### config.mk
export PLATFORM = sky130hd
export DESIGN_NAME = store_monitor
export DESIGN_NICKNAME = d
export VERILOG_FILES = /design/src/rtl/store_monitor_pkg.sv /design/src/rtl/store_fifo.sv /design/src/rtl/store_monitor.sv
export SDC_FILE = /design/constraint.sdc
export NUM_CORES = 1
export LEC_CHECK = 0
export ABC_AREA = 0
export BUFFER_PORTS_ARGS = -buffer_cell sky130_fd_sc_hd__buf_2
export CORE_MARGIN = 2
export CORE_UTILIZATION = 45
export DETAILED_ROUTE_END_ITERATION = 6
export SLEW_MARGIN = 20
export SYNTH_ARGS = -nofsm -noshare
export SYNTH_HDL_FRONTEND = slang
export SYNTH_HIERARCHICAL = 1
export SYNTH_SLANG_ARGS = --single-unit
### constraint.sdc
create_clock -name clk -period 4.3 [get_ports clk]
set_input_delay 0.215 -clock clk [delete_from_list [all_inputs] [get_ports clk]]
set_output_delay 0.215 -clock clk [all_outputs]
set_load 0.005 [all_outputs]
### src/rtl/store_monitor_pkg.sv
// store_monitor_pkg: shared types and defaults for the store monitor
package store_monitor_pkg;

    // One captured store transaction as seen on the core memory bus
    typedef struct packed {
        logic        instr;
        logic [31:0] addr;
        logic [31:0] wdata;
        logic [3:0]  wstrb;
    } store_entry_t;

    localparam int STORE_MONITOR_DEPTH = 4;

endpackage

### src/rtl/store_fifo.sv
// store_fifo: synchronous FIFO of store entries with a registered head
// Ports:
//   clk, rst     clock, asynchronous active-high reset
//   push, din    write request and entry (dropped when full unless popping)
//   pop          consume the head entry (ignored when empty)
//   full, empty  occupancy flags
//   head         registered head entry; holds its last value once empty
module store_fifo
    import store_monitor_pkg::*;
#(
    parameter int DEPTH = STORE_MONITOR_DEPTH
) (
    input  logic         clk,
    input  logic         rst,
    input  logic         push,
    input  store_entry_t din,
    input  logic         pop,
    output logic         full,
    output logic         empty,
    output store_entry_t head
);

    localparam int AW = $clog2(DEPTH);

    store_entry_t  mem [DEPTH];
    store_entry_t  head_nxt;
    logic [AW-1:0] rd_ptr, wr_ptr, rd_nxt;
    logic [AW:0]   count, count_nxt;
    logic          push_ok, pop_ok;

    assign full      = count == (AW+1)'(DEPTH);
    assign empty     = count == '0;
    assign pop_ok    = pop & ~empty;
    // A pop frees the slot the push lands in, so full+push+pop is legal
    assign push_ok   = push & (~full | pop_ok);
    assign rd_nxt    = rd_ptr + AW'(pop_ok);
    assign count_nxt = count + (AW+1)'(push_ok) - (AW+1)'(pop_ok);

    // The next head may be the entry being written this very cycle
    always_comb head_nxt = (push_ok && rd_nxt == wr_ptr) ? din : mem[rd_nxt];

    always_ff @(posedge clk)
        if (push_ok) mem[wr_ptr] <= din;

    always_ff @(posedge clk or posedge rst)
        if (rst) begin
            rd_ptr <= '0;
            wr_ptr <= '0;
            count  <= '0;
            head   <= '0;
        end else begin
            if (push_ok) wr_ptr <= wr_ptr + AW'(1);
            rd_ptr <= rd_nxt;
            count  <= count_nxt;
            if (count_nxt != '0) head <= head_nxt;
        end

endmodule

### src/rtl/store_monitor.sv
// store_monitor: captures accepted stores from the core bus, queues them for the checker, runs a watchdog
// Ports:
//   clk, rst                      clock, asynchronous active-high reset
//   mem_valid/ready/instr         core bus handshake and fetch flag
//   mem_addr/wdata/wstrb          core bus address, store data, byte strobes (0 = load)
//   check_ready                   checker takes the head entry
//   check_valid/instr/addr/       head entry presented to the checker
//   check_wdata/wstrb
//   overflow                      sticky: a store was dropped on a full FIFO
//   timeout                       sticky: no store captured for TIMEOUT cycles
module store_monitor
    import store_monitor_pkg::*;
#(
    parameter int          DEPTH        = STORE_MONITOR_DEPTH,
    parameter logic [31:0] TIMEOUT      = 32'd10000000,
    parameter bit          FILTER_INSTR = 1'b1
) (
    input  logic        rst,
    input  logic        clk,
    input  logic        mem_valid,
    input  logic        mem_ready,
    input  logic        mem_instr,
    input  logic [31:0] mem_addr,
    input  logic [31:0] mem_wdata,
    input  logic [3:0]  mem_wstrb,
    input  logic        check_ready,
    output logic        check_valid,
    output logic        check_instr,
    output logic [31:0] check_addr,
    output logic [31:0] check_wdata,
    output logic [3:0]  check_wstrb,
    output logic        overflow,
    output logic        timeout
);

    store_entry_t head;
    logic         capture, pop, full, empty;
    logic [31:0]  wd, wd_nxt;

    assign capture = mem_valid & mem_ready & (|mem_wstrb) & ~(FILTER_INSTR & mem_instr);
    assign pop     = check_valid & check_ready;

    store_fifo #(.DEPTH(DEPTH)) u_fifo (
        .clk   (clk),
        .rst   (rst),
        .push  (capture),
        .din   ('{instr: mem_instr, addr: mem_addr, wdata: mem_wdata, wstrb: mem_wstrb}),
        .pop   (pop),
        .full  (full),
        .empty (empty),
        .head  (head)
    );

    assign check_valid = ~empty;
    assign {check_instr, check_addr, check_wdata, check_wstrb} = head;

    // Watchdog saturates at TIMEOUT; the flag is set on the edge it gets there
    assign wd_nxt = capture ? '0 : (wd == TIMEOUT ? wd : wd + 32'd1);

    always_ff @(posedge clk or posedge rst)
        if (rst) begin
            wd       <= '0;
            timeout  <= 1'b0;
            overflow <= 1'b0;
        end else begin
            wd       <= wd_nxt;
            timeout  <= timeout | (wd_nxt == TIMEOUT);
            overflow <= overflow | (capture & full & ~pop);
        end

endmodule

Word level (Yosys, flattened, before mapping):

Memory sizes are Yosys's and may differ from the RTL's. A register that Yosys moved wholly into a read port is not among the register bits.
Cells that the tools add are included.

* register bits: 41
* memory bits (writable): 276
* input port bits: 74
* output and inout bits: 72
* logic and storage cells: 37
* memories: 1

* $add $sub $neg: 5
* eq/ne operators: 3
* muxes and demuxes: 4
* bitwise operators: 15
* reduce and logical (&&, ||, !) cells: 3

Memories
* u_fifo.mem: words 4, width 69, rd ports 1, clocked after Yosys merged registers in 1, write ports 1, RTL line store_fifo.sv:25 `store_entry_t mem [DEPTH];`

Operator list (number)
* $eq 32x24->1 const B: 2
* $mux 32: 2
* $add 32x1->32 const B: 1
* $and 1x1->1: 8
* $not 1->1: 4
* $reduce_or 4->1: 1
* $add 3x1->3: 1
* $eq 3x3->1 const B: 1
* $logic_not 3->1: 1
* $or 1x1->1: 3
* $reduce_bool 3->1: 1
* $sub 3x1->3: 1
* $add 2x1->2: 1
* $add 2x1->2 const B: 1
* $mux 1: 2

Logic depth before layout (Yosys ltp):

* depth in word-level cells: 9
* gate-level depth with buffers: 17

By module:

Netlist, hierarchy kept.

Modules (own cells, without submodules)
* store_fifo: times used 1, cells each 778, area each 13492.9 sq um, sequential area each 10189.8 sq um
* store_monitor: times used 1, cells each 224, area each 2087.0 sq um, sequential area each 850.8 sq um

Worst setup path after synthesis:

No wires, ideal clock.

* path kind: input-to-reg
* start point: in mem_wstrb[0]
* end point: mem u_fifo/mem[0][0] (netlist name) (enable)
* setup time: 0.435 ns
* data arrival time: 3.222 ns
* required time: 3.865 ns
* slack: 0.644 ns
* cell stages on the path: 6
* buffers on the path: 3
* cells stage by stage: nor4_1 nor3_1 clkbuf_1 clkbuf_1 buf_1 and3_1

* longest elaborated chain between the ends: 6

RTL lines
* start, declared: RTL line store_monitor.sv:25 `input logic [3:0] mem_wstrb,`
* $reduce_or 4->1: RTL line store_monitor.sv:40 `assign capture = mem_valid & mem_ready & (|mem_wstrb) & ~(FILTER_INSTR & mem_instr);`
* $and 1x1->1 (2 in series): RTL line store_monitor.sv:40
* named net capture: RTL line store_monitor.sv:37 `logic capture, pop, full, empty;`
* $and 1x1->1: RTL line store_fifo.sv:35 `assign push_ok = push & (~full | pop_ok);`
* $mux 1: RTL line store_fifo.sv:43 `if (push_ok) mem[wr_ptr] <= din;`
* $mux 1 (not written as such): RTL line store_fifo.sv:43
* end, declared: RTL line store_fifo.sv:25

The timed path passes the listed nets, and every way through them passes these cells.

Worst setup path after layout:

* start point: reg u_fifo.count[1]
* end point: reg u_fifo/head[47] (netlist name)

* longest elaborated chain between the ends: 9

RTL lines
* start, declared: RTL line store_fifo.sv:28 `logic [AW:0] count, count_nxt;`
* start signal, assigned: RTL line store_fifo.sv:54 `count <= count_nxt;`
* $logic_not 3->1 (*): RTL line store_fifo.sv:32 `assign empty = count == '0;`
* named net empty: RTL line store_monitor.sv:37
* $not 1->1 (*): RTL line store_monitor.sv:54 `assign check_valid = ~empty;`
* $and 1x1->1 (*): RTL line store_monitor.sv:41 `assign pop = check_valid & check_ready;`
* named net pop: RTL line store_monitor.sv:37
* $and 1x1->1 (*): RTL line store_fifo.sv:33 `assign pop_ok = pop & ~empty;`
* $or 1x1->1: RTL line store_fifo.sv:35
* $and 1x1->1: RTL line store_fifo.sv:35
* $add 3x1->3: RTL line store_fifo.sv:37 `assign count_nxt = count + (AW+1)'(push_ok) - (AW+1)'(pop_ok);`
* $sub 3x1->3 (*): RTL line store_fifo.sv:37
* named net u_fifo.count_nxt[2]: RTL line store_fifo.sv:28
* $reduce_bool 3->1 (*): RTL line store_fifo.sv:55 `if (count_nxt != '0) head <= head_nxt;`

Mark *: on every way through the listed nets, which the timed path passes. The rest lies on a longest branch.
A chain may end at the register's enable or synchronous reset.

==> flow_metrics.env <==
export IMPL_post_cts_buffers=0
export IMPL_synth_warnings=6
export IMPL_antenna_found_initial=1
export IMPL_grt_pass1_vias=9462
export IMPL_ioPinCount=146
export IMPL_insertion_delay_ps=530
export IMPL_vias_per_cell=5.42
export IMPL_critPathLaunchType="register"
export IMPL_grtUsageTotal_pct=19.6
export IMPL_drt_iter0_markers=669
export IMPL_power_leakage_nw=7.05
export IMPL_vias=9267
export IMPL_tightest_slew_ps=853
export IMPL_cts_resized=0
export IMPL_post_dp_hpwl_um=19700
export IMPL_stdcell_area_um2=18900
export IMPL_synth_yosys_seq_area_share_pct=70.9
export IMPL_ant_nets=0
export IMPL_max_freq_mhz=263
export IMPL_required_ps=4710
export IMPL_min_path_type="input port to register"
export IMPL_multi_input_area_um2=4250
export IMPL_drive_gt1_share_pct=26.2
export IMPL_clk_path_buf_depth=3
export IMPL_use_met1_pct=26.5
export IMPL_path_clk_slew_ps=60
export IMPL_fin_hold_ws_ps=224
export IMPL_synth_seq_cells=386
export IMPL_finalSetupViolCount=0
export IMPL_die_area_um2=36100
export IMPL_cts_tree="yes"
export IMPL_io_buffers=145
export IMPL_synth_avg_cell_area_um2=15.5
export IMPL_rsz0062_at_grt="no"
export IMPL_grt_pass1_wl_um=54500
export IMPL_setup_slack_ps=497
export IMPL_wirelength_um=34900
export IMPL_power_density_nw_per_um2=706
export IMPL_period_share_pct=88.4
export IMPL_maxSlewHeadroom_pct=43.1
export IMPL_syn_area_um2=15600
export IMPL_nNetsFinal=1304
export IMPL_drt_pre_antenna_iters=5
export IMPL_yosysTopAreaCell="edfxtp_1"
export IMPL_synthCells=1002
export IMPL_clkSinkCount=386
export IMPL_synthDistinctLibCells=56
export IMPL_maxCapViolCount=0
export IMPL_synth_top_cell_area_share_pct=53.2
export IMPL_ir_drop_v=0.000536
export IMPL_dp_slack_ps=510
export IMPL_fillers=2852
export IMPL_fp_dieH_um=190
export IMPL_drc=0
export IMPL_crit_type="register to register"
export IMPL_synthTopCellsByArea="edfxtp_1 (53%), dfrtp_1 (18%), mux4_2 (10%), a21oi_1 (4.5%), nor2_1 (2.6%)"
export IMPL_outcome="finished clean"
export IMPL_std_cell_rows=68
export IMPL_synth_edf_count=276
export IMPL_place_area_um2=16800
export IMPL_cts_root_buf="clkbuf_16"
export IMPL_finalClockSkew_ps=22.3
export IMPL_grt_overflow_total=0
export IMPL_regArea_um2=11000
export IMPL_grt_use_met3_pct=3.60
export IMPL_routedWlPerCell_um=20.4
export IMPL_timing_hold_violations_final=0
export IMPL_slew_viol_final=0
export IMPL_grt_met2_usage_pct=33.1
export IMPL_cts_htree_levels=2
export IMPL_ys_async_sr_fraction_pct=28.5
export IMPL_arrival_ps=4220
export IMPL_synthFlopType="edfxtp_1"
export IMPL_start_util_pct=45.4
export IMPL_finalWorstPathRequiredPeriod_ps=3800
export IMPL_dieWidth_um=190
export IMPL_grt_max_degree=71
export IMPL_endpoint_kind="register"
export IMPL_coreArea_um2=34300
export IMPL_cts_buffers_inserted=41
export IMPL_mostFrequentLayoutCells="edfxtp_1 (276), buf_2 (145), a21oi_1 (139), dfrtp_1 (110), nor2_1 (107)"
export IMPL_tns_ps=0
export IMPL_path_max_fanout=48
export IMPL_gp_congestion=0.790
export IMPL_area_growth_pct=21.5
export IMPL_syn_num_nets=1085
export IMPL_final_common_cell="edfxtp_1"
export IMPL_grt_busiest_layer="met2"
-- registers in the layout, summed over array words and instances, names as in the netlist --
register and flops:
timeout 1, u_fifo/count 3, u_fifo/rd_ptr 2, u_fifo/head 69, u_fifo/wr_ptr 2, wd 32, overflow 1, u_fifo/mem 276
-- worst paths after layout --
path	startpoint	end	slack (ps)	cells past startpoint
hold reg to reg	timeout	timeout	480	1
setup / recovery	u_fifo/count[1]	u_fifo/head[47]	500	13
max in group asynchronous	rst	u_fifo/count[2]	2800	4
min in group asynchronous	rst	wd[4]	380	4
setup reg to reg	u_fifo/count[1]	u_fifo/head[47]	500	13
hold / removal	check_ready	overflow	220	4
-- critical path, cell delays in order, from the launching register on --
cell     delay [ps]
dfrtp_1         410
nor3_1          300
nor2b_1         120
or4b_1          610
and2_1          270
nand2_1          80
nand2_1          60
ha_1            190
fa_1            370
xnor3_1         240
or3_2           450
buf_4           340
nor2_1          200
a21oi_1          60
-- per-layer routing --
layer / routed length [µm] / up-vias / share of wire, %
met1: 15200 / 4763 / 43
met4: 531 / 0 / 1.5
met3: 1840 / 48 / 5.3
met2: 17300 / 244 / 50
li1: - / 4212 / -
met5: 0 / - / 0
-- through the flow --
step,total power [mW],util [%],std cells
detailed placement,9.88,49.1,1563
finish,13.4,55.2,1710
floorplan,8.42,-,1002
global route,14.2,55.2,1709
CTS,13.5,55.2,1709
global placement,9.77,49.1,1563
-- power breakdown --
| part | leakage (nW) | internal (mW) | switching [mW] | total (mW) |
|---|---|---|---|---|
| logic | 2.54 | 2.22 | 2.65 | 4.87 |
| clock network | 0.677 | 2.18 | 1.40 | 3.57 |
| registers | 3.84 | 4.61 | 0.311 | 4.92 |
| total | 7.05 | 9.00 | 4.36 | 13.4 |
-- logic make-up (layout without fill, tap and decap cells) --
group / Yosys count / in the layout / synth area share [%]
AO/OA/AOI/OAI: 156 / 156 / 5.22
XOR/XNOR: 36 / 36 / 2.20
adder cells (fa/ha/maj): 9 / 9 / 0.771
buffers and inverters: 71 / 323 / 2.26
flip-flops: 386 / 386 / 70.9
multiplexers: 71 / 71 / 10.1
other: 0 / 1 / 0
AND/OR/NAND/NOR: 273 / 273 / 8.58
-- cells in the mapped netlist, drive strengths merged (2+ instances only) --
library cell	instances
and4	3
nor4	12
edfxtp	276
nand3	13
nor2b	3
nand2	85
xnor2	24
inv	12
nand4	10
nor3	13
nor2	107
a211oi	2
xor2	10
mux4	69
or3	2
nor3b	2
a21oi	141
dfrtp	110
buf	28
ha	8
xnor3	2
a31oi	2
o21ai	6
or2	2
nand2b	3
or4	4
nor4b	4
clkbuf	31
and3	6
-- final cells by class --
| cell class | count | area share, % |
|---|---|---|
| Antenna cell | 1 | 0.0132 |
| Inverter | 12 | 0.245 |
| Tap cell | 455 | 3.01 |
| Clock buffer | 58 | 6.30 |
| Multi-Input combinational cell | 545 | 22.5 |
| Sequential cell | 386 | 58.3 |
| Clock inverter | 18 | 1.04 |
| Timing Repair Buffer | 235 | 8.59 |
-- timing repair --
action,CTS,global route
endpoints found under the setup margin,0,0
endpoints found under the hold margin,349,0
hold buffers,70,0
(Power assumes the default switching activity.)
